[config.mk]
export PLATFORM = sky130hd
export DESIGN_NAME = chain_toggle_sequencer_flat
export DESIGN_NICKNAME = d
export VERILOG_FILES = /design/src/rtl/chain_toggle_sequencer_if.sv /design/src/rtl/chain_toggle_sequencer.sv /design/src/flat_wrapper.sv
export SDC_FILE = /design/constraint.sdc
export NUM_CORES = 1
export LEC_CHECK = 0
export ABC_AREA = 1
export CAP_MARGIN = 15
export CORE_ASPECT_RATIO = 1.4
export CORE_MARGIN = 2
export CORE_UTILIZATION = 45
export CTS_CLUSTER_DIAMETER = 100
export DETAILED_ROUTE_END_ITERATION = 10
export GPL_ROUTABILITY_DRIVEN = 0
export GPL_TIMING_DRIVEN = 0
export PLACE_DENSITY = 0.7
export SETUP_SLACK_MARGIN = 0.3
export SYNTH_ARGS = -nofsm -noshare
export SYNTH_HDL_FRONTEND = slang
export SYNTH_SLANG_ARGS = --single-unit
[constraint.sdc]
create_clock -name clk -period 1.8 [get_ports clk]
set_clock_uncertainty 0.2 [all_clocks]
set_input_delay 0.18 -clock clk [delete_from_list [all_inputs] [get_ports clk]]
set_output_delay 0.18 -clock clk [all_outputs]
set_load 0.01 [all_outputs]
[src/rtl/chain_toggle_sequencer_if.sv]
// chain_toggle_sequencer_if: handshake/bus bundle between the sequencer and the prsim boundary.
// Signals:
//   start, abort        run control (master -> slave)
//   resp, resp_known    chain output and its 0/1 validity (master -> slave)
//   stim                chain input (slave -> master)
//   busy, done, fail    run status (slave -> master)
//   fail_code           0 none, 1 timeout, 2 X output, 3 glitch
//   last_latency        cycles from toggle to match of the latest toggle
//   toggle_count        toggles matched in the current run
interface chain_toggle_sequencer_if #(
    parameter int CNT_W = 8,
    parameter int LAT_W = 8
);
    logic             start;
    logic             abort;
    logic             resp;
    logic             resp_known;
    logic             stim;
    logic             busy;
    logic             done;
    logic             fail;
    logic [1:0]       fail_code;
    logic [LAT_W-1:0] last_latency;
    logic [CNT_W-1:0] toggle_count;

    modport master (
        output start, abort, resp, resp_known,
        input  stim, busy, done, fail, fail_code, last_latency, toggle_count
    );

    modport slave (
        input  start, abort, resp, resp_known,
        output stim, busy, done, fail, fail_code, last_latency, toggle_count
    );
endinterface

[src/rtl/chain_toggle_sequencer.sv]
// chain_toggle_sequencer: toggles a chain input, checks the returned polarity and measures propagation latency.
// Ports:
//   clk     sole clock, rising edge
//   nreset  asynchronous active-low reset
//   bus     slave side of chain_toggle_sequencer_if (start/abort/resp/resp_known in,
//           stim/busy/done/fail/fail_code/last_latency/toggle_count out)
module chain_toggle_sequencer #(
    parameter int NUM_TOGGLES   = 8,
    parameter int CNT_W         = 8,
    parameter int LAT_W         = 8,
    parameter int TIMEOUT       = 20,
    parameter int X_GRACE       = 4,
    parameter int SETTLE_CYCLES = 2,
    parameter int INVERT        = 1
) (
    input logic                      clk,
    input logic                      nreset,
    chain_toggle_sequencer_if.slave  bus
);
    localparam int XW = $clog2(X_GRACE + 1);
    localparam int SW = $clog2(SETTLE_CYCLES + 1);

    typedef enum logic [2:0] {IDLE, DRIVE, WAIT, SETTLE, DONE, FAIL} state_t;

    state_t           state_q, state_d;
    logic             stim_q, stim_d;
    logic             done_q, done_d;
    logic             fail_q, fail_d;
    logic [1:0]       code_q, code_d;
    logic [LAT_W-1:0] last_q, last_d;
    logic [LAT_W-1:0] lat_q, lat_d;
    logic [CNT_W-1:0] cnt_q, cnt_d;
    logic [XW-1:0]    xcnt_q, xcnt_d;
    logic [SW-1:0]    scnt_q, scnt_d;

    logic             expected;
    logic             match;
    logic [LAT_W-1:0] lat_inc;
    logic [CNT_W-1:0] cnt_inc;

    assign expected = stim_q ^ 1'(INVERT);
    assign match    = bus.resp_known && (bus.resp == expected);
    // Latency saturates rather than wrapping so a slow chain never reports a small value.
    assign lat_inc  = (&lat_q) ? lat_q : lat_q + 1'b1;
    assign cnt_inc  = cnt_q + 1'b1;

    always_ff @(posedge clk or negedge nreset) begin
        if (!nreset) begin
            state_q <= IDLE;
            stim_q  <= 1'b0;
            done_q  <= 1'b0;
            fail_q  <= 1'b0;
            code_q  <= 2'd0;
            last_q  <= '0;
            lat_q   <= '0;
            cnt_q   <= '0;
            xcnt_q  <= '0;
            scnt_q  <= '0;
        end else begin
            state_q <= state_d;
            stim_q  <= stim_d;
            done_q  <= done_d;
            fail_q  <= fail_d;
            code_q  <= code_d;
            last_q  <= last_d;
            lat_q   <= lat_d;
            cnt_q   <= cnt_d;
            xcnt_q  <= xcnt_d;
            scnt_q  <= scnt_d;
        end
    end

    always_comb begin
        state_d = state_q;
        stim_d  = stim_q;
        done_d  = done_q;
        fail_d  = fail_q;
        code_d  = code_q;
        last_d  = last_q;
        lat_d   = lat_q;
        cnt_d   = cnt_q;
        xcnt_d  = xcnt_q;
        scnt_d  = scnt_q;
        if (bus.abort) begin
            state_d = IDLE;
        end else begin
            case (state_q)
                IDLE, DONE, FAIL: begin
                    if (bus.start) begin
                        done_d  = 1'b0;
                        fail_d  = 1'b0;
                        code_d  = 2'd0;
                        cnt_d   = '0;
                        state_d = DRIVE;
                    end
                end
                DRIVE: begin
                    stim_d  = ~stim_q;
                    lat_d   = '0;
                    xcnt_d  = '0;
                    state_d = WAIT;
                end
                WAIT: begin
                    if (match) begin
                        last_d  = lat_inc;
                        cnt_d   = cnt_inc;
                        scnt_d  = '0;
                        done_d  = (cnt_inc == CNT_W'(NUM_TOGGLES));
                        state_d = (cnt_inc == CNT_W'(NUM_TOGGLES)) ? DONE : SETTLE;
                    end else if (!bus.resp_known) begin
                        // X cycles do not advance the latency count; only xcnt grows.
                        xcnt_d = xcnt_q + 1'b1;
                        if (int'(xcnt_q) + 1 >= X_GRACE) begin
                            fail_d  = 1'b1;
                            code_d  = 2'd2;
                            state_d = FAIL;
                        end
                    end else if (int'(lat_q) + 1 >= TIMEOUT) begin
                        fail_d  = 1'b1;
                        code_d  = 2'd1;
                        state_d = FAIL;
                    end else begin
                        lat_d  = lat_inc;
                        xcnt_d = '0;
                    end
                end
                SETTLE: begin
                    if (!match) begin
                        fail_d  = 1'b1;
                        code_d  = 2'd3;
                        state_d = FAIL;
                    end else begin
                        scnt_d  = scnt_q + 1'b1;
                        state_d = (int'(scnt_q) + 1 >= SETTLE_CYCLES) ? DRIVE : SETTLE;
                    end
                end
                default: state_d = IDLE;
            endcase
        end
    end

    assign bus.stim         = stim_q;
    assign bus.busy         = (state_q == DRIVE) || (state_q == WAIT) || (state_q == SETTLE);
    assign bus.done         = done_q;
    assign bus.fail         = fail_q;
    assign bus.fail_code    = code_q;
    assign bus.last_latency = last_q;
    assign bus.toggle_count = cnt_q;
endmodule

[src/flat_wrapper.sv]
// flat-port wrapper written by rule: the top's interface ports become plain ports
module chain_toggle_sequencer_flat 
#(
    parameter int NUM_TOGGLES   = 8,
    parameter int CNT_W         = 8,
    parameter int LAT_W         = 8,
    parameter int TIMEOUT       = 20,
    parameter int X_GRACE       = 4,
    parameter int SETTLE_CYCLES = 2,
    parameter int INVERT        = 1
)
  (clk, nreset, bus_start, bus_abort, bus_resp, bus_resp_known, bus_stim, bus_busy, bus_done, bus_fail, bus_fail_code, bus_last_latency, bus_toggle_count);
  chain_toggle_sequencer_if #(.CNT_W(CNT_W), .LAT_W(LAT_W)) bus_i ();
  input logic clk;
  input logic nreset;
  input wire logic [$bits(bus_i.start)-1:0] bus_start;
  input wire logic [$bits(bus_i.abort)-1:0] bus_abort;
  input wire logic [$bits(bus_i.resp)-1:0] bus_resp;
  input wire logic [$bits(bus_i.resp_known)-1:0] bus_resp_known;
  output wire logic [$bits(bus_i.stim)-1:0] bus_stim;
  output wire logic [$bits(bus_i.busy)-1:0] bus_busy;
  output wire logic [$bits(bus_i.done)-1:0] bus_done;
  output wire logic [$bits(bus_i.fail)-1:0] bus_fail;
  output wire logic [$bits(bus_i.fail_code)-1:0] bus_fail_code;
  output wire logic [$bits(bus_i.last_latency)-1:0] bus_last_latency;
  output wire logic [$bits(bus_i.toggle_count)-1:0] bus_toggle_count;
  assign bus_i.start = bus_start;
  assign bus_i.abort = bus_abort;
  assign bus_i.resp = bus_resp;
  assign bus_i.resp_known = bus_resp_known;
  assign bus_stim = bus_i.stim;
  assign bus_busy = bus_i.busy;
  assign bus_done = bus_i.done;
  assign bus_fail = bus_i.fail;
  assign bus_fail_code = bus_i.fail_code;
  assign bus_last_latency = bus_i.last_latency;
  assign bus_toggle_count = bus_i.toggle_count;
  chain_toggle_sequencer #(.NUM_TOGGLES(NUM_TOGGLES), .CNT_W(CNT_W), .LAT_W(LAT_W), .TIMEOUT(TIMEOUT), .X_GRACE(X_GRACE), .SETTLE_CYCLES(SETTLE_CYCLES), .INVERT(INVERT)) u_core (.clk(clk), .nreset(nreset), .bus(bus_i));
endmodule
==> results by group <==
Outcome
  – Status: complete, but fails checks
  – Failing checks: negative setup slack

Logic synthesis
  – Yosys cell types: 30
  – Largest family of logic cells by synthesized area: simple AND/OR/NAND/NOR gates
  – Post-Synth Adder-Cell Area: 0.02980
  – Mapped Nets: 289
  – Synth Register Bits: 37
  – XOR/XNOR Fraction of Synth Area: 0.02086
  – Sequential fraction of the synthesis area: 0.4410
  – Syn Area/Cell: 7.552 um^2
  – Post-synthesis compound-gate area fraction: 0.1049
  – Multiplexer share of the synthesized area: 0.004768
  – Synth Instances: 278
  – Simple-Gate Fraction of Synth Area: 0.3170
  – Syn. warnings: 0
  – Cell Area, Synth: 0.002100 mm^2

GRT
  – Vias in the first global route: 1972
  – Gr usage total: 0.2271
  – Initial antenna violation count: 0
  – Largest net degree at the start of global routing: 38
  – Grt ovf: 0
  – First-pass GRT wire length: 8983 um

Timing
  – Max Clk Rate: 473.3 MHz
  – Final hold slack: 213.8 ps
  – Final period utilization: 1.174
  – Final WS setup: -312.9 ps
  – Worst slew pin tran: 500.3 ps
  – Slew Limit Fails: 0
  – RSZ-0062 raised after global routing: true
  – Final Setup Violations: 25
  – Setup_tns: -4886 ps
  – Tmin final: 2113 ps
  – Relative slew slack: 0.6665
  – Hold Fails Final Rpt: 0

CTS
  – H-tree depth: 2
  – Worst skew pair latency: 300 ps
  – CTS max path bufs: 2
  – TritonCTS clock tree: done
  – CTS buffer count: 5
  – Clock slew at reported path FFs: 80 ps
  – CTS root buffer: clkbuf_8
  – # clock sinks: 37

Worst setup path
  – R2R depth: 11
  – Critical path startpoint category: flip-flop
  – Buffer and inverter count on the worst path: 2
  – Crit path max fanout: 4
  – Crit. path cell count: 11
  – Crit path top cell by count: nand2_2
  – CP max stage delay: 460 ps
  – Cell family with most CP delay: simple AND/OR/NAND/NOR gates
  – Critical-path cell list: inv_1 -> nor2_4 -> buf_4 -> nand2_1 -> nand3_1 -> nand2_2 -> nand3_2 -> nand2_2 -> and2_4 -> nand2_2 -> o21ai_2
  – Crit-path slowest cell: dfrtp_2
  – WP data required: 1820 ps
  – Arrival @ worst endpoint: 2130 ps
  – WS Path Type: flip-flop to flip-flop
  – Setup crit end kind: flip-flop

Place
  – Placed instance area: 0.002484 mm^2
  – Dpl ws: -339.9 ps
  – HPWL Detailed: 3306 um
  – Total placed cells including tap cells: 367
  – Port Buffers: 27

Routing
  – Vias/cell: 5.267
  – Final wirelength: 6223 um
  – Vias: 2186
  – Routed wire per std cell: 15.00 um
  – TritonRoute pass-1 iters: 4
  – Post-route ant nets: 0
  – 1st-iter DRT viols: 181
  – Remaining DRCs: 0

Floorplan
  – Die area: 0.005236 mm^2
  – Row Count: 29
  – Die X: 61.73 um
  – Total core area: 0.004499 mm^2
  – Die Span Y: 84.82 um
  – Effective utilization at floorplan: 0.4666
  – Boundary Pins: 28

Pwr
  – Total power: 3.583 mW
  – Leakage: 1.649 nW
  – Max VDD drop: 0.8857 mV
  – Power Density: 1094 mW/mm^2

Cells and area
  – Fraction of layout cells with a size suffix above 1: 0.4391
  – P&R area growth vs syn: 55.96%
  – FF+latch area: 937.1 um^2
  – Area of the multi-input gates: 0.001351 mm^2
  – Final std cells w/o fill: 415
  – # fillers: 357
  – Layout Nets: 363
  – Inserted Diodes: 0
  – Final Core Density: 0.7278
  – Finished Cell Area: 0.003274 mm^2

Worst hold path
  – Worst min path class: primary input to asynchronous set/reset pin

Run
  – # Max-Cap Violations: 0
==> power by group <==
part | total [mW] | leakage (nW) | internal (mW) | switching (mW)
Clock | 0.862 | 0.0681 | 0.550 | 0.311
Combinational | 1.64 | 1.09 | 0.726 | 0.914
Sequential | 1.08 | 0.492 | 0.969 | 0.112
Total | 3.58 | 1.65 | 2.25 | 1.34
==> registers in the layout, indices dropped and copies added (netlist names) <==
signal	flops
u_core.bus.done	1
u_core.bus.fail	1
u_core.bus.fail_code	2
u_core.bus.last_latency	8
u_core.bus.stim	1
u_core.bus.toggle_count	8
u_core.lat_q	8
u_core.scnt_q	2
u_core.state_q	3
u_core.xcnt_q	3
==> worst register-to-register path, stage by stage, from the launching register on <==
cell and delay (ps):
dfrtp_2 460, inv_1 150, nor2_4 80, buf_4 130, nand2_1 100, nand3_1 130, nand2_2 120, nand3_2 100
nand2_2 90, and2_4 180, nand2_2 120, o21ai_2 160
==> layer usage <==
layer  track usage  part of all wire  vias to the layer above
met5             0                 0                        -
met1        0.2736              0.38                     1066
met2        0.3923              0.55                       61
li1              -                 -                     1036
met3       0.03354             0.037                       23
met4       0.08704             0.040                        0
==> cell usage in the layout, fill, tap and decap left out, types with 3 or more instances in the layout <==
cell type and instances:
nand2_1 62, buf_4 30, dfrtp_1 28, inv_1 25, nand2_2 20, o21ai_1 16
dlygate4sd2_1 16, inv_2 13, nand3_1 13, nor2_1 13, buf_6 10, nor2_4 9
o21ai_2 9, dfrtp_2 9, nand2_4 7, nand3_2 7, nor2_2 6, nand4_1 5
clkbuf_8 5, clkdlybuf4s50_1 4, ha_1 3
==> area by class of cell <==
| cell class | instances | area share |
|---|---|---|
| Multi-Input combinational cell | 198 | 0.4127 |
| Sequential cell | 37 | 0.2862 |
| Timing Repair Buffer | 67 | 0.1769 |
| Inverter | 41 | 0.05159 |
| Tap cell | 62 | 0.02369 |
| Clock buffer | 5 | 0.02102 |
| Clock inverter | 3 | 0.01987 |
| Buffer | 2 | 0.008024 |
==> cell families (layout without fill, tap and decap cells) <==
kind of cell,Yosys count,in the layout
AO/OA/AOI/OAI,39,39
XOR/XNOR,5,5
adder cells (fa/ha/maj),5,5
buffers and inverters,43,118
flip-flops,37,37
multiplexers,1,1
AND/OR/NAND/NOR,148,148
==> final timing paths <==
check	end	startpoint	slack, ps
setup / recovery	u_core.lat_q[0]$_DFFE_PN0P_	u_core.lat_q[0]$_DFFE_PN0P_	-310
hold / removal	u_core.xcnt_q[0]$_DFFE_PN0P_	nreset	210
setup reg to reg	u_core.lat_q[0]$_DFFE_PN0P_	u_core.lat_q[0]$_DFFE_PN0P_	-310
hold reg to reg	u_core.bus.last_latency[4]$_DFFE_PN0P_	u_core.bus.last_latency[4]$_DFFE_PN0P_	280
max in group asynchronous	u_core.bus.toggle_count[0]$_DFFE_PN0P_	nreset	810
min in group clk	u_core.bus.last_latency[4]$_DFFE_PN0P_	u_core.bus.last_latency[4]$_DFFE_PN0P_	280
==> synthesized netlist by cell type, drive strengths merged <==
master | number | area [um^2]
a21oi | 5 | 36.29
a22o | 1 | 8.760
a31oi | 2 | 12.51
and2 | 1 | 8.760
buf | 2 | 16.26
clkinv | 1 | 5.000
dfrtp | 37 | 925.9
ha | 5 | 62.56
inv | 40 | 150.1
mux2i | 1 | 10.01
nand2 | 90 | 355.3
nand3 | 21 | 105.1
nand4 | 6 | 52.55
nor2 | 28 | 125.1
nor3 | 1 | 10.01
o21ai | 27 | 135.1
o21bai | 2 | 15.01
o22ai | 2 | 12.51
or2 | 1 | 8.760
xnor2 | 2 | 17.52
xor2 | 3 | 26.28
==> what timing repair did <==
| action | 4_1_cts | 5_1_grt |
|---|---|---|
| hold endpoints to repair | 37 | 0 |
| endpoints found under the setup margin | 58 | 47 |
| hold buffers | 1 | 0 |
| resized for setup | 78 | 62 |
| pin swaps | 30 | 23 |
| gates cloned | 1 | 0 |
| buffers inserted | 26 | 12 |
Note: power is estimated with default switching activity, not from simulation.
